==> config.mk <==
export PLATFORM = sky130hd
export DESIGN_NAME = mesh_inject_scheduler_flat
export DESIGN_NICKNAME = d
export VERILOG_FILES = /design/src/rtl/mesh_pkg.sv /design/src/rtl/mesh_inject_scheduler_if.sv /design/src/rtl/mesh_inject_lane_reg.sv /design/src/rtl/mesh_inject_scheduler.sv /design/src/flat_wrapper.sv
export SDC_FILE = /design/constraint.sdc
export NUM_CORES = 1
export LEC_CHECK = 0
export CORE_MARGIN = 4
export CORE_UTILIZATION = 47
export DETAILED_ROUTE_END_ITERATION = 10
export PLACE_DENSITY = 0.7
export SYNTH_ARGS = -nofsm -noshare
export SYNTH_HDL_FRONTEND = slang
export SYNTH_SLANG_ARGS = --single-unit
==> constraint.sdc <==
create_clock -name clk -period 11 [get_ports clk]
set_input_delay 1.1 -clock clk [delete_from_list [all_inputs] [get_ports clk]]
set_output_delay 1.1 -clock clk [all_outputs]
set_load 0.01 [all_outputs]
==> src/rtl/mesh_pkg.sv <==
// Shared definitions for the mesh injection path.
// Provides the lane flit layout, the lane occupancy states and the width
// constants derived from the mesh build macros (defaults given here when the
// build does not define them).

`ifndef MESH_X_SIZE_LOG2
`define MESH_X_SIZE_LOG2 2
`endif
`ifndef MESH_Y_SIZE_LOG2
`define MESH_Y_SIZE_LOG2 2
`endif
`ifndef MESH_W
`define MESH_W 16
`endif
`ifndef NUM_SHARED_MATCH_PE
`define NUM_SHARED_MATCH_PE 4
`endif

package mesh_pkg;

    localparam int MESH_X_LOG2    = `MESH_X_SIZE_LOG2;
    localparam int MESH_Y_LOG2    = `MESH_Y_SIZE_LOG2;
    localparam int MESH_PAYLOAD_W = `MESH_W;
    localparam int MESH_NUM_LANE  = `NUM_SHARED_MATCH_PE;
    localparam int MESH_FLIT_W    = MESH_X_LOG2 + MESH_Y_LOG2 + MESH_PAYLOAD_W;

    // One flit as held by an injection lane, most significant field first.
    typedef struct packed {
        logic [MESH_X_LOG2-1:0]    dst_x;
        logic [MESH_Y_LOG2-1:0]    dst_y;
        logic [MESH_PAYLOAD_W-1:0] payload;
    } lane_flit_t;

    // Occupancy of one injection lane holding register.
    typedef enum logic {
        LANE_EMPTY = 1'b0,
        LANE_FULL  = 1'b1
    } lane_state_t;

endpackage

==> src/rtl/mesh_inject_scheduler_if.sv <==
// Bundle of the requester-side and lane-side signals of the scheduler.
// slave  : view of the scheduler itself (takes requests, drives lanes).
// master : view of the surrounding logic (requesters, router cluster, config).
// Requester side : cfg_en, req_valid, req_dst_x, req_dst_y, req_payload, req_ready
// Lane side      : o_l_valid, o_l_dst_x, o_l_dst_y, o_l_payload, o_l_ready
// Status         : o_idle, o_grant_cnt

interface mesh_inject_scheduler_if
    import mesh_pkg::*;
#(
    parameter int NUM_REQ  = 8,
    parameter int NUM_LANE = MESH_NUM_LANE,
    parameter int X_LOG2   = MESH_X_LOG2,
    parameter int Y_LOG2   = MESH_Y_LOG2,
    parameter int W        = MESH_PAYLOAD_W
);

    logic                       cfg_en;
    logic [NUM_REQ-1:0]         req_valid;
    logic [NUM_REQ*X_LOG2-1:0]  req_dst_x;
    logic [NUM_REQ*Y_LOG2-1:0]  req_dst_y;
    logic [NUM_REQ*W-1:0]       req_payload;
    logic [NUM_REQ-1:0]         req_ready;
    logic [NUM_LANE-1:0]        o_l_valid;
    logic [NUM_LANE*X_LOG2-1:0] o_l_dst_x;
    logic [NUM_LANE*Y_LOG2-1:0] o_l_dst_y;
    logic [NUM_LANE*W-1:0]      o_l_payload;
    logic [NUM_LANE-1:0]        o_l_ready;
    logic                       o_idle;
    logic [31:0]                o_grant_cnt;

    modport slave (
        input  cfg_en, req_valid, req_dst_x, req_dst_y, req_payload, o_l_ready,
        output req_ready, o_l_valid, o_l_dst_x, o_l_dst_y, o_l_payload,
               o_idle, o_grant_cnt
    );

    modport master (
        output cfg_en, req_valid, req_dst_x, req_dst_y, req_payload, o_l_ready,
        input  req_ready, o_l_valid, o_l_dst_x, o_l_dst_y, o_l_payload,
               o_idle, o_grant_cnt
    );

endinterface

==> src/rtl/mesh_inject_lane_reg.sv <==
// Holding register for one local injection lane.
// Ports:
//   clk, rst   : clock, asynchronous active-high reset
//   load       : a granted flit is written this cycle
//   load_data  : the granted flit
//   out_ready  : router lane accepts the held flit
//   out_valid  : a flit is held (FULL)
//   out_data   : the held flit, stable while FULL and not accepted
//   lane_free  : lane can take a new flit this cycle (empty, or draining now)

module mesh_inject_lane_reg
    import mesh_pkg::*;
#(
    parameter int FLIT_W = MESH_FLIT_W
)(
    input  logic              clk,
    input  logic              rst,
    input  logic              load,
    input  logic [FLIT_W-1:0] load_data,
    input  logic              out_ready,
    output logic              out_valid,
    output logic [FLIT_W-1:0] out_data,
    output logic              lane_free
);

    lane_state_t state, state_next;

    // Occupancy register; reset discards any held flit.
    always_ff @(posedge clk or posedge rst) begin
        if (rst) begin
            state <= LANE_EMPTY;
        end else begin
            state <= state_next;
        end
    end

    // A load always wins (refill on the same cycle as a drain); otherwise a
    // held flit leaves only when the router takes it.
    always_comb begin
        state_next = state;
        case (state)
            LANE_EMPTY: begin
                if (load) begin
                    state_next = LANE_FULL;
                end
            end
            LANE_FULL: begin
                if (load) begin
                    state_next = LANE_FULL;
                end else if (out_ready) begin
                    state_next = LANE_EMPTY;
                end
            end
            default: state_next = LANE_EMPTY;
        endcase
    end

    // Flit data only changes on a load, so a stalled flit stays put.
    always_ff @(posedge clk or posedge rst) begin
        if (rst) begin
            out_data <= '0;
        end else if (load) begin
            out_data <= load_data;
        end
    end

    assign out_valid = (state == LANE_FULL);
    assign lane_free = (state == LANE_EMPTY) || out_ready;

endmodule

==> src/rtl/mesh_inject_scheduler.sv <==
// Round-robin scheduler of match-engine requesters onto the local injection
// lanes of one mesh router cluster.
// Ports:
//   clk, rst : clock, asynchronous active-high reset
//   bus      : mesh_inject_scheduler_if.slave carrying the requester handshake
//              (req_*), the lane outputs (o_l_*), cfg_en and status
//              (o_idle, o_grant_cnt)
// Requests are granted combinationally; the k-th valid requester counted
// from rr_ptr gets the k-th free lane in ascending lane order.

module mesh_inject_scheduler
    import mesh_pkg::*;
#(
    parameter int NUM_REQ  = 8,
    parameter int NUM_LANE = MESH_NUM_LANE,
    parameter int X_LOG2   = MESH_X_LOG2,
    parameter int Y_LOG2   = MESH_Y_LOG2,
    parameter int W        = MESH_PAYLOAD_W
)(
    input  logic                  clk,
    input  logic                  rst,
    mesh_inject_scheduler_if.slave bus
);

    localparam int PTR_W  = (NUM_REQ > 1) ? $clog2(NUM_REQ) : 1;
    localparam int FLIT_W = X_LOG2 + Y_LOG2 + W;

    logic [PTR_W-1:0]    rr_ptr;
    logic [PTR_W-1:0]    rr_ptr_next;
    logic [31:0]         grant_cnt;
    logic [31:0]         grant_num;
    logic [NUM_REQ-1:0]  grant;
    logic [NUM_LANE-1:0] lane_free;
    logic [NUM_LANE-1:0] lane_load;
    logic [NUM_LANE-1:0] lane_valid;
    logic [FLIT_W-1:0]   req_flit       [NUM_REQ];
    logic [FLIT_W-1:0]   lane_load_data [NUM_LANE];
    logic [FLIT_W-1:0]   lane_data      [NUM_LANE];

    for (genvar r = 0; r < NUM_REQ; r++) begin : g_req
        assign req_flit[r] = {bus.req_dst_x[r*X_LOG2 +: X_LOG2],
                              bus.req_dst_y[r*Y_LOG2 +: Y_LOG2],
                              bus.req_payload[r*W +: W]};
    end

    // Arbitration: walk the requesters circularly from rr_ptr and hand each
    // valid one the lowest free lane not yet taken this cycle. Once the lanes
    // run out nothing further is granted. Reset blocks every grant so that
    // req_ready reads zero while rst is asserted.
    always_comb begin
        int                 idx_i;
        logic [PTR_W-1:0]   idx;
        logic [PTR_W-1:0]   last;
        logic               found;
        logic               any_grant;

        idx_i     = 0;
        idx       = '0;
        last      = rr_ptr;
        found     = 1'b0;
        any_grant = 1'b0;
        grant     = '0;
        lane_load = '0;
        grant_num = '0;
        for (int l = 0; l < NUM_LANE; l++) begin
            lane_load_data[l] = '0;
        end

        if (bus.cfg_en && !rst) begin
            for (int k = 0; k < NUM_REQ; k++) begin
                idx_i = int'(rr_ptr) + k;
                if (idx_i >= NUM_REQ) begin
                    idx_i = idx_i - NUM_REQ;
                end
                idx = PTR_W'(idx_i);
                if (bus.req_valid[idx]) begin
                    found = 1'b0;
                    for (int l = 0; l < NUM_LANE; l++) begin
                        if (!found && lane_free[l] && !lane_load[l]) begin
                            found             = 1'b1;
                            lane_load[l]      = 1'b1;
                            lane_load_data[l] = req_flit[idx];
                        end
                    end
                    if (found) begin
                        grant[idx] = 1'b1;
                        grant_num  = grant_num + 32'd1;
                        last       = idx;
                        any_grant  = 1'b1;
                    end
                end
            end
        end

        rr_ptr_next = rr_ptr;
        if (any_grant) begin
            rr_ptr_next = PTR_W'((int'(last) + 1) % NUM_REQ);
        end
    end

    // Pointer and accepted-request counter; the counter wraps naturally.
    always_ff @(posedge clk or posedge rst) begin
        if (rst) begin
            rr_ptr    <= '0;
            grant_cnt <= '0;
        end else begin
            rr_ptr    <= rr_ptr_next;
            grant_cnt <= grant_cnt + grant_num;
        end
    end

    for (genvar g = 0; g < NUM_LANE; g++) begin : g_lane
        mesh_inject_lane_reg #(
            .FLIT_W (FLIT_W)
        ) u_lane (
            .clk       (clk),
            .rst       (rst),
            .load      (lane_load[g]),
            .load_data (lane_load_data[g]),
            .out_ready (bus.o_l_ready[g]),
            .out_valid (lane_valid[g]),
            .out_data  (lane_data[g]),
            .lane_free (lane_free[g])
        );

        assign bus.o_l_dst_x[g*X_LOG2 +: X_LOG2] = lane_data[g][FLIT_W-1 -: X_LOG2];
        assign bus.o_l_dst_y[g*Y_LOG2 +: Y_LOG2] = lane_data[g][W +: Y_LOG2];
        assign bus.o_l_payload[g*W +: W]         = lane_data[g][0 +: W];
    end

    assign bus.o_l_valid   = lane_valid;
    assign bus.req_ready   = grant;
    assign bus.o_grant_cnt = grant_cnt;
    assign bus.o_idle      = !(|lane_valid) && !(|grant);

endmodule

==> src/flat_wrapper.sv <==
// flat-port wrapper written by rule: the top's interface ports become plain ports
module mesh_inject_scheduler_flat import mesh_pkg::*;
#(
    parameter int NUM_REQ  = 8,
    parameter int NUM_LANE = MESH_NUM_LANE,
    parameter int X_LOG2   = MESH_X_LOG2,
    parameter int Y_LOG2   = MESH_Y_LOG2,
    parameter int W        = MESH_PAYLOAD_W
)
  (clk, rst, bus_cfg_en, bus_req_valid, bus_req_dst_x, bus_req_dst_y, bus_req_payload, bus_o_l_ready, bus_req_ready, bus_o_l_valid, bus_o_l_dst_x, bus_o_l_dst_y, bus_o_l_payload, bus_o_idle, bus_o_grant_cnt);
  mesh_inject_scheduler_if #(.NUM_REQ(NUM_REQ), .NUM_LANE(NUM_LANE), .X_LOG2(X_LOG2), .Y_LOG2(Y_LOG2), .W(W)) bus_i ();
  input  logic clk;
  input  logic rst;
  input wire logic [$bits(bus_i.cfg_en)-1:0] bus_cfg_en;
  input wire logic [$bits(bus_i.req_valid)-1:0] bus_req_valid;
  input wire logic [$bits(bus_i.req_dst_x)-1:0] bus_req_dst_x;
  input wire logic [$bits(bus_i.req_dst_y)-1:0] bus_req_dst_y;
  input wire logic [$bits(bus_i.req_payload)-1:0] bus_req_payload;
  input wire logic [$bits(bus_i.o_l_ready)-1:0] bus_o_l_ready;
  output wire logic [$bits(bus_i.req_ready)-1:0] bus_req_ready;
  output wire logic [$bits(bus_i.o_l_valid)-1:0] bus_o_l_valid;
  output wire logic [$bits(bus_i.o_l_dst_x)-1:0] bus_o_l_dst_x;
  output wire logic [$bits(bus_i.o_l_dst_y)-1:0] bus_o_l_dst_y;
  output wire logic [$bits(bus_i.o_l_payload)-1:0] bus_o_l_payload;
  output wire logic [$bits(bus_i.o_idle)-1:0] bus_o_idle;
  output wire logic [$bits(bus_i.o_grant_cnt)-1:0] bus_o_grant_cnt;
  assign bus_i.cfg_en = bus_cfg_en;
  assign bus_i.req_valid = bus_req_valid;
  assign bus_i.req_dst_x = bus_req_dst_x;
  assign bus_i.req_dst_y = bus_req_dst_y;
  assign bus_i.req_payload = bus_req_payload;
  assign bus_i.o_l_ready = bus_o_l_ready;
  assign bus_req_ready = bus_i.req_ready;
  assign bus_o_l_valid = bus_i.o_l_valid;
  assign bus_o_l_dst_x = bus_i.o_l_dst_x;
  assign bus_o_l_dst_y = bus_i.o_l_dst_y;
  assign bus_o_l_payload = bus_i.o_l_payload;
  assign bus_o_idle = bus_i.o_idle;
  assign bus_o_grant_cnt = bus_i.o_grant_cnt;
  mesh_inject_scheduler #(.NUM_REQ(NUM_REQ), .NUM_LANE(NUM_LANE), .X_LOG2(X_LOG2), .Y_LOG2(Y_LOG2), .W(W)) u_core (.clk(clk), .rst(rst), .bus(bus_i));
endmodule
==> results.ini, run 1 <==
[clocking]
ctsResizeCount=0
postCtsSetupRepairBufs=0
cts_sinks=119
tritoncts=built
hold_buffers=0
cts-htree-levels=4
root_buffer=clkbuf_16
clk_path_buf_depth=2
insertion_delay_ns=0.44
cts_buffers=17
path_clk_slew_ns=0.08

[synthesis]
synth.distinct_cells=95
async_reset_ff_share_pct=100
ys.flop_type=dfrtp_1
synthTopCellsByArea=mux4_2 (22%), dfrtp_1 (17%), nand2_1 (8.4%), mux2i_1 (4.9%), nor2_1 (3.3%)
syn_area_um2=17200
yosysMostFrequentCell=nand2_1
yosys_warnings=0
synth_top_cell_area_share_pct=21.8
seq_area_frac_synth_pct=17.3
synth_largest_area_cell=mux4_2
synth_common_cells=nand2_1 (387), mux4_2 (167), nor2_1 (152)
synth-edff-count=0
synth_cells=2020
syn_area_per_cell_um2=8.53
synth_seq_cells=119

[critical_path]
critical_path_arrival_ns=10.40
cp_max_fo=28
crit_path_start_kind=flop
crit_type=reg -> reg
worstPathRequired_ns=11.30
cp_common_cell=ha_1
cpPeakStageDelay_ns=0.71
end_kind=flop
crit_slowest_cell=mux4_2

[drt]
postRouteAntennaNets=0
wire_per_inst_um=29.8
drt-pass1-iter-count=9
drc=0
totalWireLength_um=79900
num_vias=19600
drt-vias-per-instance=7.33
drt-initial-drc-count=3496

[timing]
setup_tns_ns=0
hold_viol=0
maxSlewViolCount=0
fmax_mhz=99.0
timing.final.crit_share_pct=91.8
slew-limit-headroom_pct=16.5
fin_crit_ns=10.10
tightestPinTransition_ns=1.25
final.setup_skew_ns=0.0218
rsz0062_at_grt=no
setup_viol_count_final=0

[final_layout]
syn_to_final_growth_pct=22.9
num-nets-final=2401
stdcell_count=2678
drive_above_1_share_pct=16.3

[floorplan]
die_h_um=199
coreArea_um2=35800
initial_core_util_pct=48.1
rows=69
ios=300
die_area_um2=39800
die_w_um=199

[global_route]
grt_pass1_wl_um=116000
grt_pass1_vias=17400
antenna_found_initial=2
grt-ovfl-total=0
grt_usage_pct=38.6
grt_max_degree=164

[placement]
portBuffers=299
place.gp.congestion=1.02
hpwl_um=60900
dp_cells=2644

[hold_path]
worstHoldPathType=reg -> reg

[outcome]
status=complete, no violations

[flow_run]
cap_violations=0

cell usage in the layout (no fill, tap or decap), drive strengths merged, types with 10 or more instances in the layout:
cell type      count
a211oi            28
a21oi            103
a221o             10
a221oi            34
a222oi            41
a22o              16
a22oi             42
a31oi             17
and2              19
buf               47
clkbuf            17
clkdlybuf4s50    299
dfrtp            119
ha                22
inv               50
mux2              41
mux2i             88
mux4             167
nand2            390
nand2b            10
nand3             56
nor2             154
nor2b             10
nor3              51
o2111ai           22
o211ai            32
o21ai             83
o221ai            37
o22a              13
o22ai             35
xnor2             29
xor2              15
worst max-delay path: cells and delay by family, from the launching register on:
family | cells | cell delay [ns]
DFF | 1 | 0.65
xor gates and xnor gates | 1 | 0.13
buffers and inverters | 5 | 0.93
muxes | 4 | 1.56
and+or+nand+nor | 12 | 2.30
AOI/OAI and AO/OA | 10 | 1.95
adders and majority gates | 7 | 2.40
per-layer routing:
layer | routed length, um | up-vias | global-route usage, %
li1 | - | 8241 | -
met1 | 34100 | 9492 | 60.9
met2 | 30900 | 1746 | 50.2
met3 | 13800 | 134 | 16.2
met4 | 1120 | 4 | 4.93
met5 | 25 | - | 0
state kept, by name, summed over array words and instances (netlist names):
signal and count:
u_core.bus.o_grant_cnt 32, u_core.g_lane.u_lane.out_data 80, u_core.g_lane.u_lane.out_valid 4, u_core.rr_ptr 3
final timing paths:
path	end	cells past startpoint	slack, ns	start
setup reg to reg	u_core.bus.o_grant_cnt[28]	39	0.90	u_core.rr_ptr[0]
hold / removal	u_core.g_lane[0].u_lane.out_data[5]	2	0.48	u_core.g_lane[0].u_lane.out_data[5]
min in group asynchronous	u_core.rr_ptr[1]	2	1.16	rst
hold reg to reg	u_core.g_lane[0].u_lane.out_data[5]	2	0.48	u_core.g_lane[0].u_lane.out_data[5]
max in group asynchronous	u_core.g_lane[0].u_lane.out_data[1]	3	8.49	rst
setup / recovery	u_core.bus.o_grant_cnt[28]	39	0.90	u_core.rr_ptr[0]
cell families after synthesis:
| family | Yosys count | synth area share, % |
|---|---|---|
| AO/OA/AOI/OAI | 574 | 24.6 |
| XOR/XNOR | 45 | 2.83 |
| adder cells (fa/ha/maj) | 26 | 1.90 |
| buffers and inverters | 229 | 5.43 |
| flip-flops | 119 | 17.3 |
| multiplexers | 296 | 29.7 |
| other | 1 | 0.0218 |
| AND/OR/NAND/NOR | 730 | 18.2 |
area by class of cell:
cell class,count,area (um^2)
antenna,1,2.50
clock buffer,17,425
clock inverter,15,194
fill,3078,14700
inverter,45,171
multi-input combinational,1674,13400
sequential,119,2990
tap,461,577
timing repair buffer,346,3370
metrics by stage:
step                cell area [um^2]  hold WS [ns]  worst slack [ns]  util [%]
floorplan                      17200         0.504              1.34         -
global placement               20500         0.461              1.21      57.3
detailed placement             20500         0.469             0.940      57.3
CTS                            21100         0.482             0.813      59.0
global route                   21200         0.510            0.0995      59.1
finish                         21200         0.475             0.902      59.1
Power of run 1 is not shown: default switching activity piles up to over one toggle a cycle in this logic, so the estimate is an artifact.
==> inputs of run 2 (changes only) <==
Settings changed: TNS_END_PERCENT from default to 50.
==> results of run 2 <==
The final DEF is identical to that of run 1; final timing and power are the same.
Power of run 2 is left out for the same reason.
